[src/rtl/mcs4_pkg.sv]
`default_nettype none
// ============================================================================
// Module   : mcs4_pkg
// Purpose  : Shared constants and helpers for the MCS-4 shift-register chain.
//            I4003_WIDTH_DEFAULT - bits in one i4003-equivalent stage
//            DIR_MSB / DIR_LSB   - encodings of the dir input
//            clog2()             - ceiling log2, used to size counters
// Revision : 1.0 - initial release
// ============================================================================
package mcs4_pkg;

    localparam int I4003_WIDTH_DEFAULT = 10;

    localparam logic DIR_MSB = 1'b0;
    localparam logic DIR_LSB = 1'b1;

    // Ceiling log2 with a fixed loop bound so it elaborates as a constant.
    // clog2(1) returns 0; callers guard against a zero-width result.
    function automatic int clog2(input int value);
        int result;
        result = 0;
        for (int i = 0; i < 31; i++) begin
            if ((32'sd1 <<< i) < value) begin
                result = i + 1;
            end
        end
        return result;
    endfunction

endpackage : mcs4_pkg
`default_nettype wire

[src/rtl/i4003_stage.sv]
`default_nettype none
// ============================================================================
// Module   : i4003_stage
// Purpose  : One WIDTH-bit bidirectional shift stage (an i4003 equivalent).
// Ports    : clk      - clock, rising edge
//            rst      - synchronous active-high reset, clears q
//            clear    - synchronous clear, clears q
//            shift_en - shift this cycle
//            dir      - DIR_MSB: data moves toward q[WIDTH-1], enters right_in
//                       DIR_LSB: data moves toward q[0], enters left_in
//            left_in  - bit entering at the MSB end (from the next-higher stage)
//            right_in - bit entering at the LSB end (from the next-lower stage)
//            q        - stage contents
// Revision : 1.0 - initial release
// ============================================================================
module i4003_stage
    import mcs4_pkg::*;
#(
    parameter int WIDTH = I4003_WIDTH_DEFAULT
) (
    input  logic             clk,
    input  logic             rst,
    input  logic             clear,
    input  logic             shift_en,
    input  logic             dir,
    input  logic             left_in,
    input  logic             right_in,
    output logic [WIDTH-1:0] q
);

    logic [WIDTH-1:0] r_q;

    always_ff @(posedge clk) begin
        if (rst) begin
            r_q <= '0;
        end else if (clear) begin
            r_q <= '0;
        end else if (shift_en) begin
            if (dir == DIR_LSB) begin
                r_q <= {left_in, r_q[WIDTH-1:1]};
            end else begin
                r_q <= {r_q[WIDTH-2:0], right_in};
            end
        end
    end

    assign q = r_q;

endmodule : i4003_stage
`default_nettype wire

[src/rtl/i4003_chain.sv]
`default_nettype none
// ============================================================================
// Module   : i4003_chain
// Purpose  : STAGES chained i4003 stages forming one TOTAL = WIDTH*STAGES bit
//            shift register, clocked by rising edges of the cp strobe as
//            seen in the sysclk domain. Counts shifts and pulses frame_done
//            once per TOTAL shifts.
// Ports    : sysclk       - system clock, all logic on its rising edge
//            poc_pad      - synchronous active-high reset
//            cp           - shift strobe, slower than sysclk
//            serial_in    - serial data input
//            enable       - parallel output enable (does not gate shifting)
//            dir          - 0: shift toward MSB, 1: shift toward LSB
//            clear        - synchronous clear of register and counter
//            parallel_out - register image, forced to 0 when enable is low
//            serial_out   - bit about to leave the chain in the current dir
//            frame_done   - one-cycle pulse after every TOTAL shifts
// Config   : I4003_CHAIN_LATCH_EN - when defined, parallel_out shows a hold
//            register loaded only on frame completion, so partial frames
//            are never visible.
// Revision : 1.0 - initial release
// ============================================================================
module i4003_chain
    import mcs4_pkg::*;
#(
    parameter int WIDTH  = I4003_WIDTH_DEFAULT,
    parameter int STAGES = 1
) (
    input  logic                      sysclk,
    input  logic                      poc_pad,
    input  logic                      cp,
    input  logic                      serial_in,
    input  logic                      enable,
    input  logic                      dir,
    input  logic                      clear,
    output logic [WIDTH*STAGES-1:0]   parallel_out,
    output logic                      serial_out,
    output logic                      frame_done
);

    localparam int TOTAL   = WIDTH * STAGES;
    localparam int c_CNT_W = (clog2(TOTAL) < 1) ? 1 : clog2(TOTAL);

    logic               r_cp_d;
    logic [c_CNT_W-1:0] r_cnt;
    logic               r_frame_done;
    logic               w_shift;
    logic               w_frame_end;
    logic [TOTAL-1:0]   w_sr;
    logic [STAGES-1:0]  w_left_in;
    logic [STAGES-1:0]  w_right_in;

    // r_cp_d resets high so a cp held high across reset release is not
    // mistaken for a rising edge.
    assign w_shift     = cp & ~r_cp_d;
    assign w_frame_end = w_shift & (r_cnt == c_CNT_W'(TOTAL - 1));

    // Stage k occupies w_sr[k*WIDTH +: WIDTH]. serial_in enters stage 0 when
    // shifting toward the MSB and the top stage when shifting toward the LSB.
    genvar k;
    generate
        for (k = 0; k < STAGES; k++) begin : g_stage
            if (k == 0) begin : g_right_serial
                assign w_right_in[k] = serial_in;
            end else begin : g_right_chain
                assign w_right_in[k] = w_sr[k*WIDTH-1];
            end

            if (k == STAGES - 1) begin : g_left_serial
                assign w_left_in[k] = serial_in;
            end else begin : g_left_chain
                assign w_left_in[k] = w_sr[(k+1)*WIDTH];
            end

            i4003_stage #(
                .WIDTH (WIDTH)
            ) u_stage (
                .clk      (sysclk),
                .rst      (poc_pad),
                .clear    (clear),
                .shift_en (w_shift),
                .dir      (dir),
                .left_in  (w_left_in[k]),
                .right_in (w_right_in[k]),
                .q        (w_sr[k*WIDTH +: WIDTH])
            );
        end
    endgenerate

    always_ff @(posedge sysclk) begin
        if (poc_pad) begin
            r_cp_d       <= 1'b1;
            r_cnt        <= '0;
            r_frame_done <= 1'b0;
        end else begin
            r_cp_d <= cp;
            if (clear) begin
                r_cnt        <= '0;
                r_frame_done <= 1'b0;
            end else begin
                r_frame_done <= w_frame_end;
                if (w_frame_end) begin
                    r_cnt <= '0;
                end else if (w_shift) begin
                    r_cnt <= r_cnt + c_CNT_W'(1);
                end
            end
        end
    end

    assign frame_done = r_frame_done;
    assign serial_out = (dir == DIR_LSB) ? w_sr[0] : w_sr[TOTAL-1];

`ifdef I4003_CHAIN_LATCH_EN
    logic [TOTAL-1:0] r_hold;
    logic [TOTAL-1:0] w_sr_next;

    // Post-shift image, so the hold register matches the chain contents on
    // the cycle frame_done is high.
    assign w_sr_next = (dir == DIR_LSB) ? {serial_in, w_sr[TOTAL-1:1]}
                                        : {w_sr[TOTAL-2:0], serial_in};

    always_ff @(posedge sysclk) begin
        if (poc_pad) begin
            r_hold <= '0;
        end else if (clear) begin
            r_hold <= '0;
        end else if (w_frame_end) begin
            r_hold <= w_sr_next;
        end
    end

    assign parallel_out = enable ? r_hold : '0;
`else
    assign parallel_out = enable ? w_sr : '0;
`endif

endmodule : i4003_chain
`default_nettype wire

[config.mk]
export PLATFORM = sky130hd
export DESIGN_NAME = i4003_chain
export DESIGN_NICKNAME = d
export VERILOG_FILES = /design/src/rtl/mcs4_pkg.sv /design/src/rtl/i4003_stage.sv /design/src/rtl/i4003_chain.sv
export SDC_FILE = /design/constraint.sdc
export NUM_CORES = 1
export LEC_CHECK = 0
export CORE_ASPECT_RATIO = 1.75
export CORE_UTILIZATION = 35
export CTS_CLUSTER_SIZE = 28
export DETAILED_ROUTE_END_ITERATION = 7
export SLEW_MARGIN = 25
export SYNTH_ARGS = -nofsm -noshare
export SYNTH_HDL_FRONTEND = slang
export SYNTH_SLANG_ARGS = --single-unit
[constraint.sdc]
create_clock -name sysclk -period 1.76 [get_ports sysclk]
set_clock_uncertainty 0.05 [all_clocks]
set_input_delay 0.264 -clock sysclk [delete_from_list [all_inputs] [get_ports sysclk]]
set_output_delay 0.264 -clock sysclk [all_outputs]
set_load 0.05 [all_outputs]
# Yosys cells after proc, flatten, opt, wreduce, memory -nomap -nowiden
# Cells that the tools add are included.
word_totals:
  ff_bits: 16
  latchBits: 0
  ramBits: 0
  romBits: 0
  inputBits: 7
  out_inout_bits: 12
  word_cells: 14
  memories: 0
classes:
  add_sub_neg: 1
  mul: 0
  n_div: 0
  magnitude_cmp: 0
  eq_ne: 1
  shifts: 0
  n_mux: 3
  n_bitwise: 3
  n_reduce_logical: 2
ops:
  columns: ["op", "n"]
  rows:
  - ["two-way mux 10 bit", 2]
  - ["adder 4 x 1 -> 4 bit (second input constant)", 1]
  - ["equality test 4 bit (second input constant)", 1]
  - ["OR reduction 3 bit", 1]
  - ["bitwise AND 1 bit", 2]
  - ["OR reduction 2 bit", 1]
  - ["two-way mux 1 bit", 1]
  - ["NOT 1 bit", 1]

# Longest topological paths before layout
# Gate-level depths: netlist of run 1.
logic_depth:
  word_depth: 4
  depth_mapped: 5
  mapped_depth_nobuf: 5

# By module
# Synthesis of run 1 repeated with hierarchy kept, for this count alone.
hier_totals:
  cells_unflattened: 84
  hier_area_um2: 823.3
modules_own_cells:
  columns: ["mod", "n_inst", "cells_each", "area_per_inst_um2", "seq_area_each_um2"]
  rows:
  - ["i4003_stage", 1, 45, 449.2, 200.2]
  - ["i4003_chain", 1, 39, 374.1, 120.1]

# Least setup slack after synthesis of run 1
# No wires, ideal clock.
synth_timing:
  path_kind: "register to register"
  start: "reg r_cnt[1]"
  end: "reg r_cnt[1]"
  setup_ns: 0.070
  arrival_time_ns: 1.183
  t_required_ns: 1.640
  setup_slack_ns: 0.457
  path_stages_with_launch: 6
  n_path_buf: 0
  period_less_slack_ns: 1.303
  path_cell_list: "dfxtp_1 > inv_1 > ha_1 > and3b_2 > or3_1 > a21oi_1"
synth_between:
  elab_chain_cells: 3
  elab_cells_between_ends: 4
  cone_classes: "1 x add/sub; 1 x eq/ne; 1 x bitwise; 1 x reduce/logical"
synth_rtl:
  columns: ["element", "line_no", "text"]
  rows:
  - ["from (decl)", "i4003_chain.sv:45", "logic [c_CNT_W-1:0] r_cnt;"]
  - ["from (signal assigned)", "i4003_chain.sv:105", "r_cnt <= r_cnt + c_CNT_W'(1);"]
  - ["equality test 4 bit", "i4003_chain.sv:56", "assign w_frame_end = w_shift & (r_cnt == c_CNT_W'(TOTAL - 1));"]
  - ["bitwise AND 1 bit", "i4003_chain.sv:56", null]
  - ["OR reduction 3 bit (no line)", null, null]
# Several ways; a longest one is shown, not always the timed one.
# A chain may end at the register's enable or synchronous reset.

# Worst setup path in the final report of run 1
layout_timing:
  start: "in dir"
  end: "out serial_out"
layout_between:
  elab_chain_cells: 1
layout_rtl:
  columns: ["element", "line_no", "text"]
  rows:
  - ["from (decl)", "i4003_chain.sv:34", "input logic dir,"]
  - ["two-way mux 1 bit", "i4003_chain.sv:112", "assign serial_out = (dir == DIR_LSB) ? w_sr[0] : w_sr[TOTAL-1];"]
  - ["to (decl)", "i4003_chain.sv:37", "output logic serial_out,"]
# No other way between the ends.

==> results of run 1 <==
where the power goes:
group          internal (mW)  switching (mW)
combinational         0.0464          0.0471
clock                  0.126           0.112
sequential             0.369         0.00591
registers in the layout, summed over array words and instances, names as in the netlist:
register,cells
g_stage.u_stage.q,10
r_cnt,4
frame_done,1
r_cp_d,1
kinds of logic after synthesis:
group,count (synthesis)
AOI/OAI and AO/OA,17
adders and majority gates,2
buffers and inverters,7
DFF,16
muxes,11
and+or+nand+nor,35
synth_stat cells:
library cell	number
nand2b_4	1
or4_1	1
buf_2	3
a21o_2	1
inv_1	1
nand2_1	3
and2b_1	1
a211oi_1	10
or3_1	2
clkbuf_1	2
nor3b_1	1
inv_2	1
ha_1	2
dfxtp_1	16
or2_2	2
a31oi_1	1
a21oi_1	4
o21ai_0	1
mux2i_1	10
mux2_2	1
and2_1	10
nand3_1	2
and3b_2	1
nor2_1	11
layout make-up:
cell class              instances  area [um2]
clock buffers                   4       36.28
fillers                       194       974.7
inverters                       2       7.507
multi-input cells              65       447.9
flip-flops and latches         16       320.3
well taps                      24       30.03
repair buffers                 20       302.8
worst max path at each step:
stage	start	depth (start not counted)	end	slack, ns
2_1_floorplan	r_cnt[1]	5	r_cnt[1]	0.46
3_3_place_gp	cp	4	r_cnt[3]	0.14
3_5_place_dp	cp	4	r_cnt[3]	0.11
4_1_cts	dir	3	serial_out	0.17
5_1_grt	enable	3	parallel_out[8]	0.12
6_report	dir	3	serial_out	0.17
critical path: stages:
cell	delay (ns)
clkdlybuf4s50_1	0.49
mux2_2	0.33
buf_4	0.19
routing by layer:
metal / track usage / part of all wire
met5: 0 / 0
met4: 0.09375 / 0.020
met3: 0.02027 / 0.031
met2: 0.2860 / 0.56
met1: 0.1530 / 0.39
cell usage in the layout (no fill, tap or decap), drive strengths merged:
cell type / Yosys / routed
mux2i: 10 / 10
and2: 10 / 10
or3: 2 / 2
mux2: 1 / 1
and2b: 1 / 1
and3b: 1 / 1
clkdlybuf4s50: 0 / 6
nor3b: 1 / 1
or2: 2 / 2
o21ai: 1 / 1
buf: 3 / 14
a21o: 1 / 1
or4: 1 / 1
inv: 2 / 2
nand3: 2 / 2
nand2b: 1 / 1
nor2: 11 / 11
a31oi: 1 / 1
clkbuf: 2 / 4
ha: 2 / 2
dfxtp: 16 / 16
a21oi: 4 / 4
nand2: 3 / 3
a211oi: 10 / 10
metrics by stage:
| step | worst slack [ns] | hold WS, ns |
|---|---|---|
| after floorplan | 0.4570 | 0.3178 |
| after detailed placement | 0.1112 | 0.4408 |
| after global placement | 0.1450 | 0.4351 |
| final | 0.1689 | 0.4500 |
| after CTS | 0.1665 | 0.4553 |
| after global routing | 0.1221 | 0.4851 |
==> summary.md, run 1 <==
| Metric | Value |
|---|---|
| Status | `finished, final reports clean` |
| Hold path start | `r_cnt[1]` |
| Cells after Synth | `88` |
| Minimum clock period | `1.591 ns` |
| CP Capture Type | `output pin` |
| Ports | `19` |
| Largest family of logic cells by synthesized area | `simple AND/OR/NAND/NOR gates` |
| Number of warnings issued by yosys | `0` |
| Total gr overflow | `0` |
| RSZ-0062 raised after global routing | `no` |
| Routed length per instance | `12.11 um` |
| Max cap viols | `0` |
| Fin crit share | `0.9040` |
| Post-synthesis mux area share | `0.1395` |
| Avg Inst Size Synth | `9.071 um2` |
| Worst-path maximum fanout | `2` |
| DIE WIDTH | `38.10 um` |
| IO buf count | `18` |
| Largest net degree at the start of global routing | `23` |
| Hold Path Class | `reg -> reg` |
| Compound-Gate Fraction of Synth Area | `0.1442` |
| Final Hold Violating Endpoints | `0` |
| Finished Core Util | `0.5401` |
| VDD IR max | `0.0004582 V` |
| Initial antenna violation count | `0` |
| CTS buffer count | `3` |
| First-pass GRT wire length | `2787 um` |
| Post-route cell area | `1145 um2` |
| Leak | `0.4399 nW` |
| DRC Markers | `0` |
| Aggregate routed wire length | `1586 um` |
| Die ar. | `2483 um2` |
| #FFs+latches synth | `16` |
| Total power draw | `705.8 uW` |
| CTS root buffer | `clkbuf_4` |
| Max-slew violations | `0` |
| PD cells | `616.5 nW/um2` |
| CTS tree | `yes` |
| R2r endpoint | `r_cnt[1]` |
| WHS Path Cells | `2` |
| Final setup viols | `0` |
| Sequential share of the synthesized area | `0.4013` |
| Cell variety after synth | `24` |
| Setup TNS | `0 ns` |
| Max Clk Rate | `628.5 MHz` |
| # clock sinks | `16` |
| Synth Area in Adders | `0.03135` |
| Post-layout instance count excluding filler cells | `131` |
| Core area | `2120 um2` |
| Max_slew headroom | `0.7981` |
| Post CTS Setup Buffer Count | `0` |
| Cell taking the most area after synthesis | `dfxtp_1` |
| Least-Margin Pin Slew | `0.3029 ns` |
| Synth Area in XOR/XNOR | `0` |
| Clock latency on the worst-skew pair | `0.28 ns` |
| R2R cell count | `5` |
| Clock transition at path regs | `0.10 ns` |
| CP Data Required Time | `1.45 ns` |
| Pre-antenna DRT Iters | `3` |
| Top post-synthesis cells by area | `dfxtp_1, mux2i_1, a211oi_1` |
| WP data arrival | `1.28 ns` |
| P&R area growth vs syn | `43.42%` |
| Crit Path Class | `in -> out` |
| FP Rows | `22` |
| Reg2Reg Setup Slack | `0.35 ns` |
| Endpoint, Worst Hold | `r_cnt[1]` |
| Vias/cell | `5.145` |
| DRT antenna net count | `0` |
| Placed cell areas | `1109 um2` |
| Resized cells post-CTS | `0` |
| Simple-Gate Fraction of Synth Area | `0.2461` |
| RD Place Congestion | `0.6634` |
| Top-area cell type share of the netlist area | `0.4013` |
| Synth Net Count | `97` |
| Cell area after synthesis | `798.3 um2` |
| Tot GR Track Use | `0.1562` |
| Worst R2R Start | `r_cnt[1]` |
| Clock buffer depth | `2` |
| H-tree levels | `1` |
| Number of global-route vias before repair | `671` |
| Initial drt markers | `9` |
| Share of cells above drive strength 1 | `0.2336` |
| CP startpoint kind | `input port` |
| Detail Placement HPWL | `1227 um` |
| Initial Utilization | `0.3766` |
| Die Height | `65.18 um` |
| Vias | `674` |
| ANT cells | `0` |
| Post-cts hold buffer count | `0` |
| DP Cell Count | `127` |
| Fin nets | `117` |
(Power assumes the default switching activity.)
==> run 2, diff against run 1 <==
==> constraint.sdc (replaced) <==
create_clock -name sysclk -period 1.9 [get_ports sysclk]
set_clock_uncertainty 0.05 [all_clocks]
set_input_delay 0.285 -clock sysclk [delete_from_list [all_inputs] [get_ports sysclk]]
set_output_delay 0.285 -clock sysclk [all_outputs]
set_load 0.05 [all_outputs]
==> summary.md, run 2 (synthesis results as in run 1) <==
| Metric | Value |
|---|---|
| CTS buffer count | `3 (unchanged)` |
| Endpoint, Worst Hold | `r_cnt[1]` |
| Max cap viols | `0 (unchanged)` |
| Max_slew headroom | `0.6714 (-0.1267)` |
| R2R cell count | `5 (unchanged)` |
| DRC Markers | `0 (unchanged)` |
| Top Family by Delay on Critical Path | `buffers and inverters` |
| Tot GR Track Use | `0.1474 (-0.008812)` |
| Cell Chain, Critical Path | `clkdlybuf4s50_1` |
| Share of cells above drive strength 1 | `0.2243 (-0.009346)` |
| # clock sinks | `16 (unchanged)` |
| Status | `finished, final reports clean` |
| Logic pwr share | `0.127 (-0.005)` |
| Fin nets | `117 (unchanged)` |
| ANT cells | `0 (unchanged)` |
| Post-cts hold buffer count | `0 (unchanged)` |
| P&R area growth vs syn | `42.16%` |
| Worst Path Buf+Inv | `1 (-1)` |
| Initial drt markers | `5 (-4)` |
| Vias/cell | `5.046 (-1.9%)` |
| FP Rows | `22 (unchanged)` |
| RD Place Congestion | `0.6583 (-0.77%)` |
| Max reg flops | `10 (unchanged)` |
| Critical Path Source | `frame_done` |
| Worst-path maximum fanout | `1 (-1)` |
| CP Capture Type | `output pin` |
| Routed length per instance | `11.59 um (-4.3%)` |
| Die Height | `65.18 um (unchanged)` |
| Die ar. | `2483 um2 (unchanged)` |
| CTS tree | `yes` |
| Worst R2R Start | `r_cnt[1]` |
| Sequential power share | `0.528 (-0.003)` |
| DIE WIDTH | `38.10 um (unchanged)` |
| Total gr overflow | `0 (unchanged)` |
| Slowest stage cell, crit path | `clkdlybuf4s50_1` |
| Largest net degree at the start of global routing | `23 (unchanged)` |
| CP startpoint kind | `register` |
| Reg2Reg Setup Slack | `0.49 ns (+0.14 ns)` |
| IO buf count | `18 (unchanged)` |
| Initial Utilization | `0.3766 (unchanged)` |
| Ports | `19 (unchanged)` |
| DP Cell Count | `127 (unchanged)` |
| Internal power | `498.9 uW (-7.7%)` |
| Clock network power share | `0.345 (+0.008)` |
| Final setup viols | `0 (unchanged)` |
| Net Sw Power | `157.8 uW (-4.3%)` |
| DRT antenna net count | `0 (unchanged)` |
| Clock latency on the worst-skew pair | `0.28 ns (about the same)` |
| Switching share of total power | `0.2403 (+0.006539)` |
| Detail Placement HPWL | `1204 um (-1.9%)` |
| Leak | `0.4346 nW (-1.2%)` |
| VDD IR max | `0.0004145 V (-9.5%)` |
| Crit Path Class | `reg -> out` |
| H-tree levels | `1 (unchanged)` |
| PD cells | `578.8 nW/um2 (-6.1%)` |
| Resized cells post-CTS | `0 (unchanged)` |
| Number of global-route vias before repair | `643 (-4.2%)` |
| Fin crit share | `0.9131` |
| Setup TNS | `0 ns (unchanged)` |
| Clock transition at path regs | `0.10 ns (about the same)` |
| Least-Margin Pin Slew | `0.4913 ns (+0.1885 ns)` |
| Clock buffer depth | `2 (unchanged)` |
| Most frequent cells in the layout | `dfxtp_1, nor2_1` |
| Vias | `661 (-1.9%)` |
| RSZ-0062 raised after global routing | `no` |
| CP Data Required Time | `1.56 ns (+0.11 ns)` |
| Most common cell after layout, fill and taps aside | `dfxtp_1` |
| R2r endpoint | `r_cnt[1]` |
| Hold path start | `r_cnt[1]` |
| Critical Path Max Stage Delay | `0.79 ns (+0.30 ns)` |
| Max Clk Rate | `576.4 MHz` |
| Pre-antenna DRT Iters | `2 (-1)` |
| Hold Path Class | `reg -> reg` |
| Post CTS Setup Buffer Count | `0 (unchanged)` |
| Final Hold Violating Endpoints | `0 (unchanged)` |
| WHS Path Cells | `2 (unchanged)` |
| CTS root buffer | `clkbuf_4` |
| Post-layout instance count excluding filler cells | `131 (unchanged)` |
| WP data arrival | `1.40 ns (+0.12 ns)` |
| Core area | `2120 um2 (unchanged)` |
| Minimum clock period | `1.735 ns` |
| First-pass GRT wire length | `2615 um (-6.2%)` |
| Total power draw | `656.8 uW (-6.9%)` |
| Initial antenna violation count | `0 (unchanged)` |
| Max-slew violations | `0 (unchanged)` |
| Aggregate routed wire length | `1518 um (-4.3%)` |
[run 2: cell count changes in the layout (fill, tap and decap cells not counted)]
cell             before  now
buf_12               11   10
clkdlybuf4s50_1       6    7
[run 2: worst register-to-register path, cell delays in order, from the launching register on]
cell and delay, ns:
dfxtp_1 0.38, inv_1 0.06, ha_1 0.21, and3b_2 0.21, or3_1 0.30, a21oi_1 0.14
[run 2: layout make-up]
class / count / area, um2
fill: 186 / 984.7
tap: 24 / 30.03
inverter: 2 / 7.507
multi-input combinational: 65 / 447.9
timing repair buffer: 20 / 292.8
clock buffer: 4 / 36.28
sequential: 16 / 320.3
[run 2: how the worst max path moves through the flow]
stage	end	slack, ns	depth (start not counted)
floorplan	serial_out	0.56	2
global placement	r_cnt[3]	0.26	4
detailed placement	r_cnt[3]	0.23	4
CTS	frame_done	0.15	1
global route	frame_done	0.11	1
finish	frame_done	0.17	1
[run 2: metal layers]
| layer | part of all wire | up-vias | track usage |
|---|---|---|---|
| met5 | 0 | - | 0 |
| met4 | 0.014 | 0 | 0.09375 |
| met3 | 0.033 | 2 | 0.02027 |
| met2 | 0.57 | 15 | 0.2881 |
| met1 | 0.38 | 297 | 0.1226 |
| li1 | - | 347 | - |
[run 2: through the flow]
step                cell area [um2]    util  worst slack (ns)  hold slack, ns
finish                         1135  0.5354            0.1650          0.4450
global route                   1135  0.5354            0.1118          0.4828
CTS                            1135  0.5354            0.1473          0.4501
detailed placement             1099  0.5183            0.2323          0.4361
global placement               1099  0.5183            0.2635          0.4348
floorplan                     798.3       -            0.5638          0.3388
[run 2: power groups by stage]
stage	combinational, mW	clock [mW]	sequential, mW
floorplan	0.0495	0	0.353
detailed placement	0.0842	0	0.355
CTS	0.0845	0.233	0.347
global route	0.0902	0.248	0.348
global placement	0.0830	0	0.355
finish	0.0833	0.227	0.347
